`src/rtl/riscv_defines.sv`:
```
// Shared definitions for the branch prediction unit: counter encoding,
// default geometry and the BTB entry layout.
package riscv_defines;

    localparam int unsigned XLEN_DEFAULT      = 32;
    localparam int unsigned BTB_IDX_W_DEFAULT = 4;
    // Tag keeps every PC bit above the index and the 2-bit word offset.
    localparam int unsigned BP_TAG_W          = XLEN_DEFAULT - BTB_IDX_W_DEFAULT - 2;

    typedef enum logic [1:0] {
        SNT = 2'b00,
        WNT = 2'b01,
        WT  = 2'b10,
        ST  = 2'b11
    } bp_counter_t;

    // Entry geometry follows the package defaults; XLEN/BTB_IDX_W overrides
    // on the modules must match them.
    typedef struct packed {
        logic                    valid;
        logic [BP_TAG_W-1:0]     tag;
        logic [XLEN_DEFAULT-1:0] target;
        bp_counter_t             counter;
    } bp_entry_t;

    // One step of the 2-bit saturating counter toward the resolved direction.
    function automatic bp_counter_t bp_sat_update(input bp_counter_t cnt, input logic taken);
        bp_counter_t nxt;
        nxt = cnt;
        case (cnt)
            SNT: nxt = taken ? WNT : SNT;
            WNT: nxt = taken ? WT  : SNT;
            WT:  nxt = taken ? ST  : WNT;
            ST:  nxt = taken ? ST  : WT;
            default: nxt = WNT;
        endcase
        return nxt;
    endfunction

endpackage

```
`src/rtl/branch_target_buffer.sv`:
```
// Direct-mapped branch target buffer: asynchronous read port for fetch,
// synchronous update port for resolved control-flow instructions in E.
// Reads during a same-index write return the pre-write contents.
module branch_target_buffer
    import riscv_defines::*;
#(
    parameter int unsigned XLEN      = XLEN_DEFAULT,
    parameter int unsigned BTB_IDX_W = BTB_IDX_W_DEFAULT
) (
    input  logic                        clk,
    input  logic                        rst_n,
    input  logic [BTB_IDX_W-1:0]        rd_idx,
    input  logic [XLEN-BTB_IDX_W-3:0]   rd_tag,
    output logic                        rd_taken,
    output logic [XLEN-1:0]             rd_target,
    input  logic                        upd_en,
    input  logic                        upd_jump,
    input  logic                        upd_taken,
    input  logic [BTB_IDX_W-1:0]        upd_idx,
    input  logic [XLEN-BTB_IDX_W-3:0]   upd_tag,
    input  logic [XLEN-1:0]             upd_target
);

    localparam int unsigned ENTRIES = 1 << BTB_IDX_W;

    bp_entry_t entries [ENTRIES];
    bp_entry_t rd_entry;
    bp_entry_t upd_cur;
    bp_entry_t upd_nxt;
    logic      rd_hit;
    logic      upd_match;

    // Fetch-side lookup: predict taken only on a tag hit with counter MSB set.
    always_comb begin
        rd_entry  = entries[rd_idx];
        rd_hit    = rd_entry.valid && (rd_entry.tag == rd_tag);
        rd_taken  = rd_hit && rd_entry.counter[1];
        rd_target = rd_taken ? rd_entry.target : '0;
    end

    // Next contents of the entry addressed by the E-stage instruction.
    always_comb begin
        upd_cur   = entries[upd_idx];
        upd_nxt   = upd_cur;
        // An invalid entry trains like a hit so a cold branch starts from WNT.
        upd_match = !upd_cur.valid || (upd_cur.tag == upd_tag);
        if (upd_match) begin
            if (upd_jump) begin
                upd_nxt.counter = ST;
            end else begin
                upd_nxt.counter = bp_sat_update(upd_cur.counter, upd_taken);
            end
        end else begin
            upd_nxt.counter = upd_taken ? WT : WNT;
        end
        if (upd_taken) begin
            upd_nxt.valid  = 1'b1;
            upd_nxt.tag    = upd_tag;
            upd_nxt.target = upd_target;
        end
    end

    // Entry array: cleared to invalid/WNT on reset, written on resolved control flow.
    always_ff @(posedge clk or negedge rst_n) begin
        if (!rst_n) begin
            for (int unsigned i = 0; i < ENTRIES; i++) begin
                entries[i] <= '{valid: 1'b0, tag: '0, target: '0, counter: WNT};
            end
        end else if (upd_en) begin
            entries[upd_idx] <= upd_nxt;
        end
    end

endmodule

```
`src/rtl/branch_predict_unit.sv`:
```
// Branch predictor and mispredict detector for the 5-stage core.
// Define BRANCH_PREDICT_EN to build the BTB and the F->D->E prediction
// pipeline; without it the core predicts not-taken for every fetch and
// every taken control-flow instruction in E is a mispredict.
module branch_predict_unit
    import riscv_defines::*;
#(
    parameter int unsigned XLEN      = XLEN_DEFAULT,
    parameter int unsigned BTB_IDX_W = BTB_IDX_W_DEFAULT
) (
    input  logic            clk,
    input  logic            rst_n,
    input  logic [XLEN-1:0] pc_f,
    output logic            pred_taken_f,
    output logic [XLEN-1:0] pred_target_f,
    input  logic            stall_d,
    input  logic            flush_d,
    input  logic            flush_e,
    input  logic            valid_e,
    input  logic            branch_e,
    input  logic            jump_e,
    input  logic            taken_e,
    input  logic [XLEN-1:0] pc_e,
    input  logic [XLEN-1:0] target_e,
    output logic            mispredict,
    output logic [XLEN-1:0] redirect_pc
);

    logic            ctl_e;
    logic [XLEN-1:0] seq_pc_e;

    assign ctl_e    = valid_e && (branch_e || jump_e);
    assign seq_pc_e = pc_e + XLEN'(4);

    // Correct next PC; falls back to the sequential PC while in reset.
    always_comb begin
        redirect_pc = seq_pc_e;
        if (rst_n && taken_e) begin
            redirect_pc = target_e;
        end
    end

`ifdef BRANCH_PREDICT_EN

    logic            btb_taken;
    logic [XLEN-1:0] btb_target;
    logic            pred_taken_d;
    logic [XLEN-1:0] pred_target_d;
    logic            pred_taken_e;
    logic [XLEN-1:0] pred_target_e;

    branch_target_buffer #(
        .XLEN      (XLEN),
        .BTB_IDX_W (BTB_IDX_W)
    ) u_btb (
        .clk        (clk),
        .rst_n      (rst_n),
        .rd_idx     (pc_f[BTB_IDX_W+1:2]),
        .rd_tag     (pc_f[XLEN-1:BTB_IDX_W+2]),
        .rd_taken   (btb_taken),
        .rd_target  (btb_target),
        .upd_en     (ctl_e),
        .upd_jump   (jump_e),
        .upd_taken  (taken_e),
        .upd_idx    (pc_e[BTB_IDX_W+1:2]),
        .upd_tag    (pc_e[XLEN-1:BTB_IDX_W+2]),
        .upd_target (target_e)
    );

    assign pred_taken_f  = btb_taken;
    assign pred_target_f = btb_target;

    // F->D prediction register: flush beats stall, stall holds.
    always_ff @(posedge clk or negedge rst_n) begin
        if (!rst_n) begin
            pred_taken_d  <= 1'b0;
            pred_target_d <= '0;
        end else if (flush_d) begin
            pred_taken_d  <= 1'b0;
            pred_target_d <= '0;
        end else if (!stall_d) begin
            pred_taken_d  <= pred_taken_f;
            pred_target_d <= pred_target_f;
        end
    end

    // D->E prediction register: cleared by flush_e, otherwise follows D.
    always_ff @(posedge clk or negedge rst_n) begin
        if (!rst_n) begin
            pred_taken_e  <= 1'b0;
            pred_target_e <= '0;
        end else if (flush_e) begin
            pred_taken_e  <= 1'b0;
            pred_target_e <= '0;
        end else begin
            pred_taken_e  <= pred_taken_d;
            pred_target_e <= pred_target_d;
        end
    end

    // Wrong direction, wrong taken target, or a taken alias on a non-control instruction.
    always_comb begin
        mispredict = 1'b0;
        if (rst_n) begin
            mispredict = (ctl_e && (pred_taken_e != taken_e))
                      || (ctl_e && taken_e && (pred_target_e != target_e))
                      || (valid_e && !ctl_e && pred_taken_e);
        end
    end

`else

    assign pred_taken_f  = 1'b0;
    assign pred_target_f = '0;

    // Static not-taken: any taken control-flow instruction redirects.
    always_comb begin
        mispredict = 1'b0;
        if (rst_n) begin
            mispredict = ctl_e && taken_e;
        end
    end

`endif

endmodule

```
`config.mk`:
```
export PLATFORM = sky130hd
export DESIGN_NAME = branch_predict_unit
export DESIGN_NICKNAME = d
export VERILOG_FILES = /design/src/rtl/riscv_defines.sv /design/src/rtl/branch_target_buffer.sv /design/src/rtl/branch_predict_unit.sv
export SDC_FILE = /design/constraint.sdc
export NUM_CORES = 1
export LEC_CHECK = 0
export CORE_ASPECT_RATIO = 1.75
export CORE_UTILIZATION = 26
export DETAILED_ROUTE_END_ITERATION = 10
export PLACE_DENSITY = 0.83
export SETUP_SLACK_MARGIN = 0.02
export SLEW_MARGIN = 10
export SYNTH_ARGS = -nofsm -noshare
export SYNTH_HDL_FRONTEND = slang
export SYNTH_HIERARCHICAL = 1
export SYNTH_SLANG_ARGS = --single-unit
```
`constraint.sdc`:
```
create_clock -name vclk -period 3
set_clock_uncertainty 0.1 [all_clocks]
set_input_delay 0.45 -clock vclk [all_inputs]
set_output_delay 0.45 -clock vclk [all_outputs]
set_load 0.01 [all_outputs]
```
; After elaboration in Yosys (flattened, before gate mapping)
; Cells that the tools add are included.
; Widths: inputs -> output; s select.
[totals]
register_bits = 0
input_bits = 105
output_inout_bits = 66
elab_cells = 7
[classes]
addsub = 1
muxes = 2
n_reduce_logical = 4
[ops]
columns = op, n
row1 = $add 32x3->32 const B, 1
row2 = $mux 32, 1
row3 = $logic_and 1x1->1, 3
row4 = $logic_or 1x1->1, 1
row5 = $mux 1, 1

; Logic depth before layout (Yosys ltp)
; Gate-level depths: netlist of the first run.
[logic_depth]
word_depth = 4
mapped_depth = 7
mapped_depth_nobuf = 5

; Worst setup path before layout of the first run
; No wires, ideal clock.
[synth_timing]
kind = input port to output port
start = input pc_e[11]
end = output redirect_pc[27]
arrival_ps = 2104
t_required_ps = 2450
path_slack_ps = 346
cell_stages = 6
n_path_buf = 2
cell_sequence = nand4_1 -> or4_1 -> buf_2 -> buf_6 -> or4_1 -> a31oi_1
[synth_between]
elab_chain_cells = 2
[synth_rtl]
columns = element, line_no
row1 = start: declaration, branch_predict_unit.sv:23  ; input logic [XLEN-1:0] pc_e,
row2 = $add 32x3->32, branch_predict_unit.sv:33  ; assign seq_pc_e = pc_e + XLEN'(4);
row3 = $mux 32, branch_predict_unit.sv:38  ; if (rst_n && taken_e) begin
row4 = end: declaration, branch_predict_unit.sv:26  ; output logic [XLEN-1:0] redirect_pc
; No other way between the ends.

; Worst setup path after layout of the first run
[layout_timing]
start = input pc_e[8]
end = output redirect_pc[31]
; Same word-level chain as after synthesis.

==> results of run 1 <==
## cells in the final DEF, fill, tap and decap left out, types with 2 or more instances in the layout
cell type	n
clkdlybuf4s50_1	64
buf_4	50
nand2_1	35
conb_1	33
nor2_1	15
o21ai_0	15
dlygate4sd2_1	14
nand3_1	13
buf_2	12
or4_1	11
a31oi_1	11
o31ai_1	10
xnor2_1	8
dlymetal6s2s_1	7
and3_1	6
xor2_1	6
nand4_1	5
clkdlybuf4s15_1	4
or4_4	2
nand3_2	2
and4_1	2
o211ai_1	2
nor3_2	2
o31a_1	2
## per-layer routing
layer	share of wire, %	vias up	wire (um)	GRT usage [%]
li1	-	973	-	-
met1	35	816	1650	19.0
met2	58	99	2760	39.3
met3	7.1	2	338	0.325
met4	0.48	0	23	0.427
met5	0	-	0	0
## repair_timing
action                     4_1_cts  5_1_grt
pin swaps                        8        8
cloned                           2        0
setup endpoints to repair       23       20
buffers inserted                 7        1
resized for setup               80       17
## worst max-delay path, stage by stage
cell	delay (ps)
dlygate4sd2_1	270
nand4_2	140
or4_4	520
buf_12	170
buf_4	130
o31a_1	280
o31a_1	260
buf_2	140
## worst paths after layout
path / from / endpoint / depth (start not counted)
min: pc_e[20] / redirect_pc[20] / 4
max: pc_e[8] / redirect_pc[31] / 8
## through the flow
stage | cell area [um2] | instances | setup slack, ps
final | 2570 | 399 | 93.2
after detailed placement | 2450 | 389 | -634
after global placement | 2450 | 389 | -628
after floorplan | 1350 | 240 | 346
after global routing | 2570 | 399 | 21.3
after CTS | 2530 | 398 | 35.7
## cell type report
type                            instances  area [um2]  share of cell area, %
Timing Repair Buffer                  155        1410                   54.8
Inverter                                1        3.75                  0.146
Tap cell                               51        63.8                   2.48
Multi-Input combinational cell        192        1090                   42.5
## report_power, final
part / switching, W / internal, W / total (W)
Sequential: 0 / 0 / 0
Clock: 0 / 0 / 0
Combinational: 0.000133 / 0.000175 / 0.000308
Total: 0.000133 / 0.000175 / 0.000308
## kinds of logic (layout without fill, tap and decap cells)
| kind of cell | count (synthesis) | after routing | share of synthesized area [%] |
|---|---|---|---|
| AND/OR/NAND/NOR | 102 | 102 | 42.1 |
| buffers and inverters | 48 | 156 | 25.4 |
| AO/OA/AOI/OAI | 42 | 42 | 21.2 |
| XOR/XNOR | 14 | 14 | 9.95 |
| adder cells (fa/ha/maj) | 1 | 1 | 1.02 |
| other | 1 | 33 | 0.304 |
==> metrics.yaml, run 1 <==
finalWorstPathRequiredPeriod_ps: 2910
dieArea_um2: 5030
setup_viol: 0
power.total_w: 0.000308
drcViolationCount: 0
max_clock_freq_ghz: 0.344
worst-setup-path-type: "in -> out"
min_path_type: "in -> out"
cap_violations: 0
irDropWorstVdd_uv: 60.6
antenna_found_initial: 0
ant_nets: 0
die_x_um: 54.0
yosysMostFrequentCell: "nand2_1"
crit_required_ps: 2450
area_growth_syn_to_layout_pct: 109
yosysTopAreaCellShare_pct: 20.1
synth_common_cells: "36 x nand2_1, 33 x buf_4, 16 x o21ai_0"
netlist_area_um2: 1230
path_max_fanout: 6
status: "finished, final reports clean"
cp-end-kind: "output pin"
synth_top_cell_by_area: "buf_4"
drive_gt1_share_pct: 22.4
io_pins: 171
critPathLaunchType: "input pin"
start_util_pct: 27.5
grt_pass1_wl_mm: 7.23
n_fill_cell: 429
seq_area_frac_synth_pct: 0
grt.total_usage_pct: 18.4
hpwl_mm: 3.80
slew_viol_final: 0
detail_route.wl_per_cell_um: 12.0
clock_buffers: 0
yosysUniqueCellTypes: 29
power_per_cell_area_nw_per_um2: 120
grt_max_degree: 35
diodes: 0
yosys-top-cells-area: "buf_4 20%, nand2_1 11%, or4_1 7.9%, o21ai_0 6.5%, nand3_1 6.1%"
synth_warnings: 6
grt-ovfl-total: 0
rsz0062_at_grt: "false"
post-route-util_pct: 57.4
synth_cells: 208
num_vias: 1890
drtIter0Drc: 26
coreArea_um2: 4480
drtPass1Iterations: 4
p_leak_nw: 1.16
regArea_um2: 0
die_y_um: 93.1
wirelength_mm: 4.78
num_rows: 32
tns_ps: 0
port_buffers: 102
gp_congestion: 0.785
final_hold_viol_count: 0
hold_buffers: 0
sequential_cell_total: 0
arrival_ps: 2360
timing.hold.ws_ps: 1250
post-route-period-util_pct: 96.9
synth.avg_cell_area_um2: 5.93
viasPerCell: 4.74
nNetsFinal: 456
first_global_vias: 1688
Power figures use the tool's default switching activity.
==> inputs of run 2 (changes only) <==
--- a/config.mk
+++ b/config.mk
@@ -5,10 +5,11 @@
 export SDC_FILE = /design/constraint.sdc
 export NUM_CORES = 1
 export LEC_CHECK = 0
+export ABC_AREA = 1
 export CORE_ASPECT_RATIO = 1.75
-export CORE_UTILIZATION = 26
+export CORE_UTILIZATION = 29
 export DETAILED_ROUTE_END_ITERATION = 10
-export PLACE_DENSITY = 0.83
+export PLACE_DENSITY = 0.82
 export SETUP_SLACK_MARGIN = 0.02
 export SLEW_MARGIN = 10
 export SYNTH_ARGS = -nofsm -noshare
==> run 2 against run 1 <==
  * Wire length increased by 4.8%
  * Maximum frequency increased by 0.77%
  * Worst hold slack improved by 25 ps
  * Non-clock buffer count decreased by 36
  * Cell area increased by 1.1%
  * First-iteration DRC count increased by 100%
  * Final cell count increased by 18%
  * Die area increased by 7.9%
  * Clock-buffer cell count unchanged
  * Combinational power increased by 1%
  * Largest power group unchanged
==> metrics.yaml, run 2 <==
status: "finished, final reports clean"
ant_nets: 0
regArea_um2: 0
netlist_area_um2: 1490
grt_pass1_wl_mm: 8.35
diodes: 0
finalWorstPathRequiredPeriod_ps: 2880
area_growth_syn_to_layout_pct: 75.1
drive_gt1_share_pct: 10.8
wirelength_mm: 5.00
multi_input_area_um2: 1270
detail_route.wl_per_cell_um: 10.6
coreArea_um2: 4930
drtPass1Iterations: 4
fin_cells: 471
min_path_type: "in -> out"
power_per_cell_area_nw_per_um2: 120
n_fill_cell: 522
antenna_found_initial: 0
setup_viol: 0
seq_area_frac_synth_pct: 0
grt-ovfl-total: 0
hpwl_mm: 4.25
cap_violations: 0
rsz0062_at_grt: "false"
gp_congestion: 0.918
io_pins: 171
irDropWorstVdd_uv: 77.5
post-route-period-util_pct: 96.2
arrival_ps: 2330
nNetsFinal: 525
layout_common_cells: "134 x nand2_1, 84 x clkdlybuf4s50_1, 33 x conb_1"
grt.total_usage_pct: 18.0
path_max_fanout: 3
synth_cells: 305
yosys-top-cells-area: "nand2_1 34%, buf_4 17%, nand3_1 10%, nor2_1 9.1%, inv_1 5.8%"
final_hold_viol_count: 0
post-route-util_pct: 52.7
synth_top_cell_by_area: "nand2_1"
worst-setup-path-type: "in -> out"
slew_viol_final: 0
clock_buffers: 0
crit_required_ps: 2450
final_common_cell: "nand2_1"
drcViolationCount: 0
critPathLaunchType: "input pin"
first_global_vias: 1934
viasPerCell: 4.49
grt_max_degree: 24
synth_common_cells: "135 x nand2_1, 36 x nor2_1, 33 x buf_4"
synth.avg_cell_area_um2: 4.87
num_rows: 34
p_leak_nw: 1.36
max_clock_freq_ghz: 0.347
cp-end-kind: "output pin"
yosysMostFrequentCell: "nand2_1"
drtIter0Drc: 52
yosysTopAreaCellShare_pct: 34.1
synth_warnings: 6
num_vias: 2113
dp_cells: 463
port_buffers: 102
power.total_w: 0.000312
start_util_pct: 30.1
sequential_cell_total: 0
yosysUniqueCellTypes: 23
dieArea_um2: 5430
die_y_um: 96.7
die_x_um: 56.1
run 2: cell count changes after synthesis, sizes merged, moves of 6 or more:
cell	delta
xnor2	-6
and3	-7
nand2	+104
or4	-13
nand3	+16
clkbuf	-7
o21ai	-6
nor2	+31
o31ai	-10
a31oi	-10
inv	+22
nand4	-6
run 2: final timing paths:
kind,end,slack [ps],start,depth (start not counted)
setup / recovery,redirect_pc[24],120,pc_e[2],11
hold / removal,redirect_pc[16],1270,pc_e[16],5
run 2: kinds of logic (layout without fill, tap and decap cells):
| kind of cell | after synthesis | in the layout | share of synthesized area (%) |
|---|---|---|---|
| other | 1 | 33 | 0.252 |
| AOI/OAI and AO/OA | 14 | 14 | 5.30 |
| and+or+nand+nor | 221 | 221 | 64.3 |
| adders and majority gates | 1 | 1 | 0.842 |
| xor gates and xnor gates | 6 | 6 | 3.54 |
| buffers and inverters | 62 | 142 | 25.8 |
run 2: power by group:
part / switching [W] / internal, W / leakage [nW]
clock network: 0 / 0 / 0
registers: 0 / 0 / 0
logic: 0.000141 / 0.000171 / 1.36
total: 0.000141 / 0.000171 / 1.36
run 2: routing by layer:
| metal | share of wire, % | vias up | global-route usage (%) | routed length, um |
|---|---|---|---|---|
| met3 | 6.1 | 2 | 1.87 | 304 |
| li1 | - | 1098 | - | - |
| met5 | 0 | - | 0 | 0 |
| met2 | 55 | 94 | 36.5 | 2770 |
| met4 | 0.50 | 0 | 2.63 | 25 |
| met1 | 38 | 919 | 19.5 | 1900 |
run 2: through the flow:
step                hold slack, ps  TNS, ps  instance area, um2  worst slack, ps
floorplan                      913        0                1610             1090
global placement              1770        0                2470            0.536
detailed placement            1760    -52.6                2470            -20.1
CTS                           1570        0                2470             13.2
global route                  1360        0                2600             22.2
finish                        1270        0                2600              115
run 2: worst max-delay path, stage by stage:
cell and delay (ps):
clkdlybuf4s50_1 490, ha_2 190, nand2_2 70, nor2_4 150, nand2_2 100, nor2_4 120, nand2_1 60, nand2_1 60
nand3_1 60, nand2_1 60, clkdlybuf4s50_1 520
run 2: final cells by class:
cell class	count	area share, %
Multi-Input combinational cell	275	48.7
Timing Repair Buffer	119	45.4
Inverter	23	3.32
Tap cell	54	2.60
run 2: timing repair:
item                                    CTS  global route
resized for setup                         4            28
hold buffers                              0             0
setup buffers                             1             7
endpoints found under the setup margin    7            21
hold endpoints to repair                  0             0
pin swaps                                 1             6
